$ cat config.mk
export PLATFORM = sky130hd
export DESIGN_NAME = hs_sync_receiver
export DESIGN_NICKNAME = d
export VERILOG_FILES = /design/src/rtl/hs_sync_receiver.sv
export SDC_FILE = /design/constraint.sdc
export NUM_CORES = 1
export LEC_CHECK = 0
export CORE_MARGIN = 10
export CORE_UTILIZATION = 50
export CTS_BUF_LIST = sky130_fd_sc_hd__clkbuf_4 sky130_fd_sc_hd__clkbuf_8 sky130_fd_sc_hd__clkbuf_16
export CTS_CLUSTER_DIAMETER = 120
export DETAILED_ROUTE_END_ITERATION = 8
export PLACE_DENSITY = 0.91
export SETUP_SLACK_MARGIN = 0.4
export SYNTH_ARGS = -nofsm -noshare
export SYNTH_HDL_FRONTEND = slang
export SYNTH_SLANG_ARGS = --single-unit
$ cat constraint.sdc
create_clock -name clk_i -period 5.2 [get_ports clk_i]
set_clock_uncertainty 0.2 [all_clocks]
set_input_delay 0.52 -clock clk_i [delete_from_list [all_inputs] [get_ports clk_i]]
set_output_delay 0.52 -clock clk_i [all_outputs]
set_load 0.05 [all_outputs]
$ cat src/rtl/hs_sync_receiver.sv
// Clocked consumer end of a 4-phase bundled-data req/ack channel: synchronizes req, captures data into a FIFO.
// Optional protocol checker enabled by defining HS_PROTOCOL_CHECK_EN (default build: proto_err_o tied 0).
module hs_sync_receiver #(
  parameter int DataWidth  = 32,
  parameter int Depth      = 2,
  parameter int SyncStages = 2
) (
  input  logic                       clk_i,
  input  logic                       rst_ni,
  input  logic                       req_i,
  input  logic [DataWidth-1:0]       data_i,
  output logic                       ack_o,
  output logic                       valid_o,
  input  logic                       ready_i,
  output logic [DataWidth-1:0]       data_o,
  output logic [$clog2(Depth+1)-1:0] fill_o,
  output logic                       proto_err_o
);

  localparam int FillW = $clog2(Depth + 1);
  localparam int PtrW  = (Depth > 1) ? $clog2(Depth) : 1;

  typedef enum logic {
    ST_IDLE = 1'b0,
    ST_ACK  = 1'b1
  } state_t;

  state_t                r_state;
  logic                  r_ack;
  logic [SyncStages-1:0] r_sync;
  logic [DataWidth-1:0]  r_mem [Depth];
  logic [PtrW-1:0]       r_wptr;
  logic [PtrW-1:0]       r_rptr;
  logic [FillW-1:0]      r_fill;

  logic w_req_s;
  logic w_not_full;
  logic w_push;
  logic w_pop;

  assign w_req_s    = r_sync[SyncStages-1];
  assign w_not_full = (r_fill < FillW'(Depth));
  assign w_push     = (r_state == ST_IDLE) && w_req_s && w_not_full;
  assign w_pop      = (r_fill != '0) && ready_i;

  always_ff @(posedge clk_i or negedge rst_ni) begin
    if (!rst_ni) begin
      r_sync <= '0;
    end else begin
      r_sync <= {r_sync[SyncStages-2:0], req_i};
    end
  end

  // A full FIFO keeps the FSM in IDLE with ack low, back-pressuring the sender.
  always_ff @(posedge clk_i or negedge rst_ni) begin
    if (!rst_ni) begin
      r_state <= ST_IDLE;
      r_ack   <= 1'b0;
    end else begin
      case (r_state)
        ST_IDLE: begin
          if (w_push) begin
            r_state <= ST_ACK;
            r_ack   <= 1'b1;
          end
        end
        ST_ACK: begin
          if (!w_req_s) begin
            r_state <= ST_IDLE;
            r_ack   <= 1'b0;
          end
        end
        default: begin
          r_state <= ST_IDLE;
          r_ack   <= 1'b0;
        end
      endcase
    end
  end

  always_ff @(posedge clk_i) begin
    if (w_push) begin
      r_mem[r_wptr] <= data_i;
    end
  end

  always_ff @(posedge clk_i or negedge rst_ni) begin
    if (!rst_ni) begin
      r_wptr <= '0;
      r_rptr <= '0;
      r_fill <= '0;
    end else begin
      if (w_push) begin
        r_wptr <= (r_wptr == PtrW'(Depth - 1)) ? '0 : r_wptr + 1'b1;
      end
      if (w_pop) begin
        r_rptr <= (r_rptr == PtrW'(Depth - 1)) ? '0 : r_rptr + 1'b1;
      end
      case ({w_push, w_pop})
        2'b10:   r_fill <= r_fill + 1'b1;
        2'b01:   r_fill <= r_fill - 1'b1;
        default: r_fill <= r_fill;
      endcase
    end
  end

  assign ack_o   = r_ack;
  assign valid_o = (r_fill != '0);
  assign data_o  = r_mem[r_rptr];
  assign fill_o  = r_fill;

`ifdef HS_PROTOCOL_CHECK_EN
  logic       r_req_s_q;
  logic [9:0] r_ack_cnt;
  logic       r_proto_err;

  // Flags a request withdrawn while held off, or a sender stuck in ACK for too long.
  always_ff @(posedge clk_i or negedge rst_ni) begin
    if (!rst_ni) begin
      r_req_s_q   <= 1'b0;
      r_ack_cnt   <= '0;
      r_proto_err <= 1'b0;
    end else begin
      r_req_s_q <= w_req_s;
      if (r_state == ST_ACK) begin
        if (r_ack_cnt != '1) begin
          r_ack_cnt <= r_ack_cnt + 1'b1;
        end
      end else begin
        r_ack_cnt <= '0;
      end
      if (((r_state == ST_IDLE) && r_req_s_q && !w_req_s) ||
          ((r_state == ST_ACK) && (r_ack_cnt == '1))) begin
        r_proto_err <= 1'b1;
      end
    end
  end

  assign proto_err_o = r_proto_err;
`else
  assign proto_err_o = 1'b0;
`endif

endmodule

**Word level (Yosys, flattened, before mapping)**

Memories as Yosys holds them, arrays and structs flattened.
Index checks and enable logic that the tools add are counted.
Widths: inputs -> output; s select.

- Register bits after elaboration: 8
- Bits in writable memories: 64
- Output and inout port bits: 37
- Memories: 1

- Add/sub/neg operators: 4
- Magnitude comparators: 1
- Equality and inequality tests: 4
- Multiplexer cells: 10
- Bitwise logic cells: 1
- Reductions and logical operators: 6

Memories:

| memory | depth | bits a word | rd ports | clocked after Yosys merged registers in | wr ports | line | RTL |
|---|---|---|---|---|---|---|---|
| r_mem | 2 | 32 | 1 | 0 | 1 | 31 | `logic [DataWidth-1:0] r_mem [Depth];` |

Operators by type and width:

| kind | count |
|---|---|
| $mux 1 | 7 |
| $ne 2x2->1 const B | 2 |
| $pmux 1 s2 | 2 |
| $pmux 2 s2 | 1 |
| $reduce_bool 2->1 | 2 |
| $logic_and 1x1->1 | 3 |
| $add 1x1->1 const B | 2 |
| $add 2x1->2 const B | 1 |
| $eq 2x1->1 const B | 1 |
| $eq 2x2->1 const B | 1 |
| $lt 2x2->1 const B | 1 |
| $reduce_and 2->1 | 1 |
| $sub 2x1->2 const B | 1 |
| $not 1->1 | 1 |

**Logic depth before layout (Yosys ltp)**

Gate-level depths: netlist of the first run.

- Word-level depth: 5
- Mapped depth: 6

**Worst setup path before layout of the first run**

OpenSTA, ideal clock, no wires.

- Kind: register -> register
- Start: register r_fill[1], in the netlist fill_o[1]
- End: memory r_mem[0][0] (enable)
- Library setup time: 0.421 ns
- Arrival: 2.260 ns
- Data required time: 4.579 ns
- Setup slack: 2.319 ns
- Cell stages (with the launch flop): 4
- Cells stage by stage: dfrtp_1 > nor2_1 > nand2_1 > nor2_1

- Word-level cells in the longest chain between the ends: 4

Ends and longest elaborated chain:

| what | line | RTL |
|---|---|---|
| start, declared | 34 | `logic [FillW-1:0] r_fill;` |
| start signal, assigned | 100 | `2'b10: r_fill <= r_fill + 1'b1;` |
| start signal, assigned | 101 | `2'b01: r_fill <= r_fill - 1'b1;` |
| start signal, assigned | 102 | `default: r_fill <= r_fill;` |
| $lt 2x2->1 | 42 | `assign w_not_full = (r_fill < FillW'(Depth));` |
| $logic_and 1x1->1 | 43 | `assign w_push = (r_state == ST_IDLE) && w_req_s && w_not_full;` |
| $mux 1 | 82 | `if (w_push) begin` |
| $mux 1 (implied by the code) | 83 | `r_mem[r_wptr] <= data_i;` |
| end, declared | 31 |  |

No other way between the ends.

**Worst setup path in the final report of the first run**

- Start: register r_rptr
- End: output port data_o[0]

- Word-level cells in the longest chain between the ends: 1

Ends and longest elaborated chain:

| what | line | RTL |
|---|---|---|
| start, declared | 33 | `logic [PtrW-1:0] r_rptr;` |
| start signal, assigned | 97 | `r_rptr <= (r_rptr == PtrW'(Depth - 1)) ? '0 : r_rptr + 1'b1;` |
| $mem_v2 2x32 | -- |  |
| end, declared | 15 | `output logic [DataWidth-1:0] data_o,` |

No other way between the ends.

==> results.sh, run 1 <==
export IMPL_nNetsFinal=243
export IMPL_io_buffers=71
export IMPL_ctsResizeCount=0
export IMPL_crit_type="flop to output port"
export IMPL_start_util=0.518
export IMPL_yosysTopAreaCellShare=0.722
export IMPL_pre_cts_slack_ns=2.26
export IMPL_synth_edf_count=64
export IMPL_drv_slew=0
export IMPL_arrival_ns=2.57
export IMPL_rsz0062_at_grt="no"
export IMPL_cts_setup_buffers=0
export IMPL_cp_end_kind="output port"
export IMPL_tns_ns=0
export IMPL_numCtsBuffers=9
export IMPL_clock_path_buffers=2
export IMPL_h_tree_depth=3
export IMPL_cts_num_sinks=72
export IMPL_yosys_area_top_type="edfxtp_1"
export IMPL_ant_nets=0
export IMPL_hpwl_um=3730
export IMPL_syn_nets=164
export IMPL_fin_ws_ns=1.91
export IMPL_grt_util_all_layers=0.127
export IMPL_outcome="completed"
export IMPL_internal_power_uw=1310
export IMPL_power_share_switching=0.388
export IMPL_holdPathStages=0
export IMPL_clkTransAtPathRegs_ns=0.07
export IMPL_setup_viol=0
export IMPL_die_area_sq_mm=0.00864
export IMPL_cp_required_ns=4.48
export IMPL_seqPwrFrac=0.371
export IMPL_ys_ff_latch=72
export IMPL_core_area_sq_mm=0.00514
export IMPL_area_growth_pct=36.4
export IMPL_finalHoldViolCount=0
export IMPL_start_kind="flop"
export IMPL_diodes=0
export IMPL_clkPwrFrac=0.197
export IMPL_fill_cells=366
export IMPL_overflow=0
export IMPL_rr_worst_depth=3
export IMPL_drtIter0Drc=49
export IMPL_ys_flop_type="edfxtp_1"
export IMPL_slowest_stage="dfrtp_1"
export IMPL_max_freq_mhz=304
export IMPL_pwr_share_comb=0.431
export IMPL_slew_headroom=0.390
export IMPL_drive_above_1_share=0.251
export IMPL_synthArstFlopShare=0.111
export IMPL_syn_inst=127
export IMPL_critical_path_depth=3
export IMPL_antenna_found_initial=0
export IMPL_worstPathMaxFanout=19
export IMPL_grt_start_max_net_pins=33
export IMPL_dp_cells=265
export IMPL_die_x_um=93.0
export IMPL_synth_area_leaders="edfxtp_1 (72%), mux2_2 (13%), dfrtp_1 (7.5%)"
export IMPL_p_sw_uw=831
export IMPL_syn_area_sq_mm=0.00266
export IMPL_first_pass_iters=4
export IMPL_fin_crit_sh=0.633
export IMPL_rows=26
export IMPL_hold_path_class="flop to flop"
export IMPL_die_h_um=93.0
export IMPL_grt_pass1_wl_um=8330
export IMPL_root_buffer="clkbuf_8"
export IMPL_finalNonFillerCells=281
export IMPL_hold_buffers=0
export IMPL_drt_total_wl_um=5150
export IMPL_wire_per_inst_um=18.3
export IMPL_slowest_delay_ns=0.75
export IMPL_worst_slew_pin_slew_ns=0.913
export IMPL_synth_distinct_cells=18
export IMPL_insertion_delay_ns=0.33
export IMPL_finalCriticalPeriod_ns=3.29
export IMPL_cts_tree="yes"
export IMPL_syn_area_per_cell_sq_um=21.0
export IMPL_powerDensity_mw_per_mm2=590
export IMPL_seq_area_frac_synth=0.797
export IMPL_maxCapViolations=0
export IMPL_route_vias_total=1373
export IMPL_critical_path_top_delay_family="buffers and inverters"
export IMPL_crit_path_cell_trace="buf_4 > mux2_2 > clkdlybuf4s50_1"
export IMPL_io_pins=73
export IMPL_first_global_vias=1560
export IMPL_critPathBufInv=2
export IMPL_yosys_cell_count_top_type="edfxtp_1"
export IMPL_drc=0
export IMPL_gp_congestion=0.673
export IMPL_ir_worst_vdd_v=0.000451
export IMPL_synth_common_cells="edfxtp_1 (64), mux2_2 (30), dfrtp_1 (8)"
export IMPL_viasPerCell=4.89
export IMPL_final_util=0.706
export IMPL_yosysWarnings=0
export IMPL_p_leak_uw=0.00126
## path summary, 6_finish.rpt
kind	slack, ns	start	to
hold / removal	0.15	r_sync[0]$_DFF_PN0_	r_sync[1]$_DFF_PN0_
max in group asynchronous	4.28	rst_ni	r_wptr$_DFFE_PN0P_
setup reg to reg	3.06	fill_o[1]$_DFFE_PN0P_	r_mem[1][10]$_DFFE_PP_
setup / recovery	1.91	r_rptr$_DFFE_PN0P_	data_o[0]
hold reg to reg	0.15	r_sync[0]$_DFF_PN0_	r_sync[1]$_DFF_PN0_
min in group asynchronous	0.26	rst_ni	r_sync[0]$_DFF_PN0_
## cells by family after synthesis
group                    count (synthesis)  synth area share
AND/OR/NAND/NOR                          8            0.0160
flip-flops                              72             0.797
AO/OA/AOI/OAI                            2           0.00470
multiplexers                            32             0.138
XOR/XNOR                                 5            0.0165
adder cells (fa/ha/maj)                  1           0.00470
other                                    1           0.00141
buffers and inverters                    6            0.0212
## routing by layer
| layer | part of all wire | vias up | global-route usage |
|---|---|---|---|
| li1 | - | 642 | - |
| met1 | 0.39 | 665 | 0.133 |
| met2 | 0.49 | 59 | 0.202 |
| met3 | 0.11 | 7 | 0.0791 |
| met4 | 0.010 | 0 | 0.0501 |
| met5 | 0 | - | 0 |
## area by class of cell
type | instances | area, sq um | area share
Tap cell | 70 | 87.6 | 0.0241
Clock inverter | 4 | 25.0 | 0.00689
Sequential cell | 72 | 2120 | 0.584
Multi-Input combinational cell | 49 | 490 | 0.135
Timing Repair Buffer | 73 | 726 | 0.200
Inverter | 1 | 3.75 | 0.00103
Clock buffer | 12 | 176 | 0.0486
## through the flow
| stage | power, uW | cell area [sq um] | hold WS, ns |
|---|---|---|---|
| finish | 2140 | 3630 | 0.152 |
| global route | 2240 | 3630 | 0.168 |
| CTS | 2170 | 3630 | 0.151 |
| detailed placement | 1740 | 3430 | 0.135 |
| global placement | 1730 | 3430 | 0.133 |
| floorplan | 1460 | 2660 | 0.0244 |
## flip-flops by register name, summed over array words and instances (netlist names)
signal,cells
ack_o,1
r_rptr,1
r_state,1
fill_o,2
r_wptr,1
r_sync,2
r_mem,64
## layout by cell type (no fill, tap or decap), types with 2 or more instances in the layout
cell type        instances
mux2_4                   2
edfxtp_1                64
buf_4                    2
clkbuf_8                11
xnor2_1                  3
mux2_2                  30
clkinv_2                 2
dfrtp_1                  8
clkdlybuf4s50_1         71
nand2_1                  2
nor2_1                   2
xor2_1                   2
clkinvlp_4               2
## power groups by stage
stage	clock (uW)	combinational, uW	sequential [uW]
after detailed placement	0	935	809
after floorplan	0	644	820
after global placement	0	922	804
after global routing	456	972	809
final	423	924	796
after CTS	432	940	797
Power figures use the tool's default switching activity.
==> inputs of run 2 (changes only) <==
--- a/config.mk
+++ b/config.mk
@@ -6,11 +6,11 @@
 export NUM_CORES = 1
 export LEC_CHECK = 0
 export CORE_MARGIN = 10
-export CORE_UTILIZATION = 50
+export CORE_UTILIZATION = 47
 export CTS_BUF_LIST = sky130_fd_sc_hd__clkbuf_4 sky130_fd_sc_hd__clkbuf_8 sky130_fd_sc_hd__clkbuf_16
 export CTS_CLUSTER_DIAMETER = 120
 export DETAILED_ROUTE_END_ITERATION = 8
-export PLACE_DENSITY = 0.91
+export PLACE_DENSITY = 0.86
 export SETUP_SLACK_MARGIN = 0.4
 export SYNTH_ARGS = -nofsm -noshare
 export SYNTH_HDL_FRONTEND = slang
==> constraint.sdc (replaced) <==
create_clock -name clk_i -period 3.4 [get_ports clk_i]
set_clock_uncertainty 0.2 [all_clocks]
set_input_delay 0.34 -clock clk_i [delete_from_list [all_inputs] [get_ports clk_i]]
set_output_delay 0.34 -clock clk_i [all_outputs]
set_load 0.05 [all_outputs]
==> results.sh, run 2 (synthesized netlist as in run 1, its figures left out) <==
export IMPL_p_total_uw=3540
export IMPL_die_h_um=95.3
export IMPL_viasPerCell=4.84
export IMPL_outcome="completed"
export IMPL_insertion_delay_ns=0.33
export IMPL_cp_required_ns=2.86
export IMPL_cts_tree="yes"
export IMPL_drive_above_1_share=0.242
export IMPL_fin_crit_sh=0.796
export IMPL_final_common_cell="clkdlybuf4s50_1"
export IMPL_final_cell_mix="clkdlybuf4s50_1 (71), edfxtp_1 (64), mux2_2 (30), clkbuf_8 (9), dfrtp_1 (8)"
export IMPL_powerDensity_mw_per_mm2=953
export IMPL_grt_util_all_layers=0.110
export IMPL_maxCapViolations=0
export IMPL_core_area_sq_mm=0.00551
export IMPL_dp_cells=267
export IMPL_cts_setup_buffers=0
export IMPL_hold_buffers=0
export IMPL_first_global_vias=1514
export IMPL_hold_path_class="input pin to async pin"
export IMPL_finalCriticalPeriod_ns=2.71
export IMPL_worst_slew_pin_slew_ns=0.930
export IMPL_wire_per_inst_um=17.7
export IMPL_gp_congestion=0.687
export IMPL_diodes=0
export IMPL_cp_end_kind="output port"
export IMPL_antenna_found_initial=0
export IMPL_io_buffers=71
export IMPL_pre_cts_slack_ns=1.04
export IMPL_ant_nets=0
export IMPL_arrival_ns=2.17
export IMPL_io_pins=73
export IMPL_rows=27
export IMPL_clkTransAtPathRegs_ns=0.07
export IMPL_crit_type="flop to output port"
export IMPL_fin_ws_ns=0.693
export IMPL_die_x_um=95.3
export IMPL_rsz0062_at_grt="no"
export IMPL_numCtsBuffers=9
export IMPL_clock_path_buffers=2
export IMPL_tns_ns=0
export IMPL_p_leak_uw=0.00130
export IMPL_hpwl_um=3450
export IMPL_area_growth_pct=39.5
export IMPL_route_vias_total=1370
export IMPL_drv_slew=0
export IMPL_setup_viol=0
export IMPL_largest_register_ffs=64
export IMPL_first_pass_iters=4
export IMPL_ir_worst_vdd_v=0.000665
export IMPL_finalHoldViolCount=0
export IMPL_grt_start_max_net_pins=34
export IMPL_max_freq_mhz=369
export IMPL_drtIter0Drc=53
export IMPL_cts_num_sinks=72
export IMPL_ctsResizeCount=0
export IMPL_largest_register="r_mem"
export IMPL_nNetsFinal=243
export IMPL_root_buffer="clkbuf_8"
export IMPL_worstPathMaxFanout=33
export IMPL_finalNonFillerCells=283
export IMPL_overflow=0
export IMPL_die_area_sq_mm=0.00907
export IMPL_drc=0
export IMPL_drt_total_wl_um=5020
export IMPL_rr_worst_depth=3
export IMPL_start_kind="flop"
export IMPL_start_util=0.483
export IMPL_h_tree_depth=3
export IMPL_slew_headroom=0.378
export IMPL_grt_pass1_wl_um=7320
run 2: layout make-up:
class                   instances  area [sq um]
flip-flops and latches         72          2120
multi-input cells              49           490
inverters                       1          3.75
clock buffers                   9           124
clock inverters                 7           158
repair buffers                 73           726
fillers                       385          1790
well taps                      72          90.1
run 2: power breakdown:
group          internal (uW)  switching, uW  total, uW
registers               1130           55.6       1180
clock network            631            290        920
logic                    532            902       1430
total                   2290           1250       3540
run 2: worst paths after layout:
path,start,to,slack [ns]
hold reg to reg,r_sync[0]$_DFF_PN0_,r_sync[1]$_DFF_PN0_,0.18
setup / recovery,r_rptr$_DFFE_PN0P_,data_o[24],0.69
min in group clk_i,r_sync[0]$_DFF_PN0_,r_sync[1]$_DFF_PN0_,0.18
hold / removal,rst_ni,r_sync[0]$_DFF_PN0_,0.09
setup reg to reg,fill_o[1]$_DFFE_PN0P_,r_mem[0][9]$_DFFE_PP_,1.27
max in group asynchronous,rst_ni,r_wptr$_DFFE_PN0P_,2.64
run 2: routing by layer:
metal | share of wire | vias to the layer above | routed length [um] | GRT usage
met4 | 0.019 | 0 | 93 | 0.0636
met1 | 0.41 | 661 | 2050 | 0.119
met5 | 0 | - | 0 | 0
met3 | 0.085 | 10 | 426 | 0.0369
met2 | 0.49 | 62 | 2450 | 0.184
li1 | - | 637 | - | -
run 2: critical path: stages (launching register included):
cell	delay (ns)
dfrtp_1	0.33
buf_4	0.39
mux2_2	0.40
clkdlybuf4s50_1	0.71
run 2: stage by stage:
stage	util	cell area, sq um	hold slack [ns]
after floorplan	-	2660	-0.156
after global placement	0.623	3430	0.131
after detailed placement	0.623	3430	0.156
after CTS	0.674	3710	0.0836
after global routing	0.674	3710	0.101
final	0.674	3710	0.0872
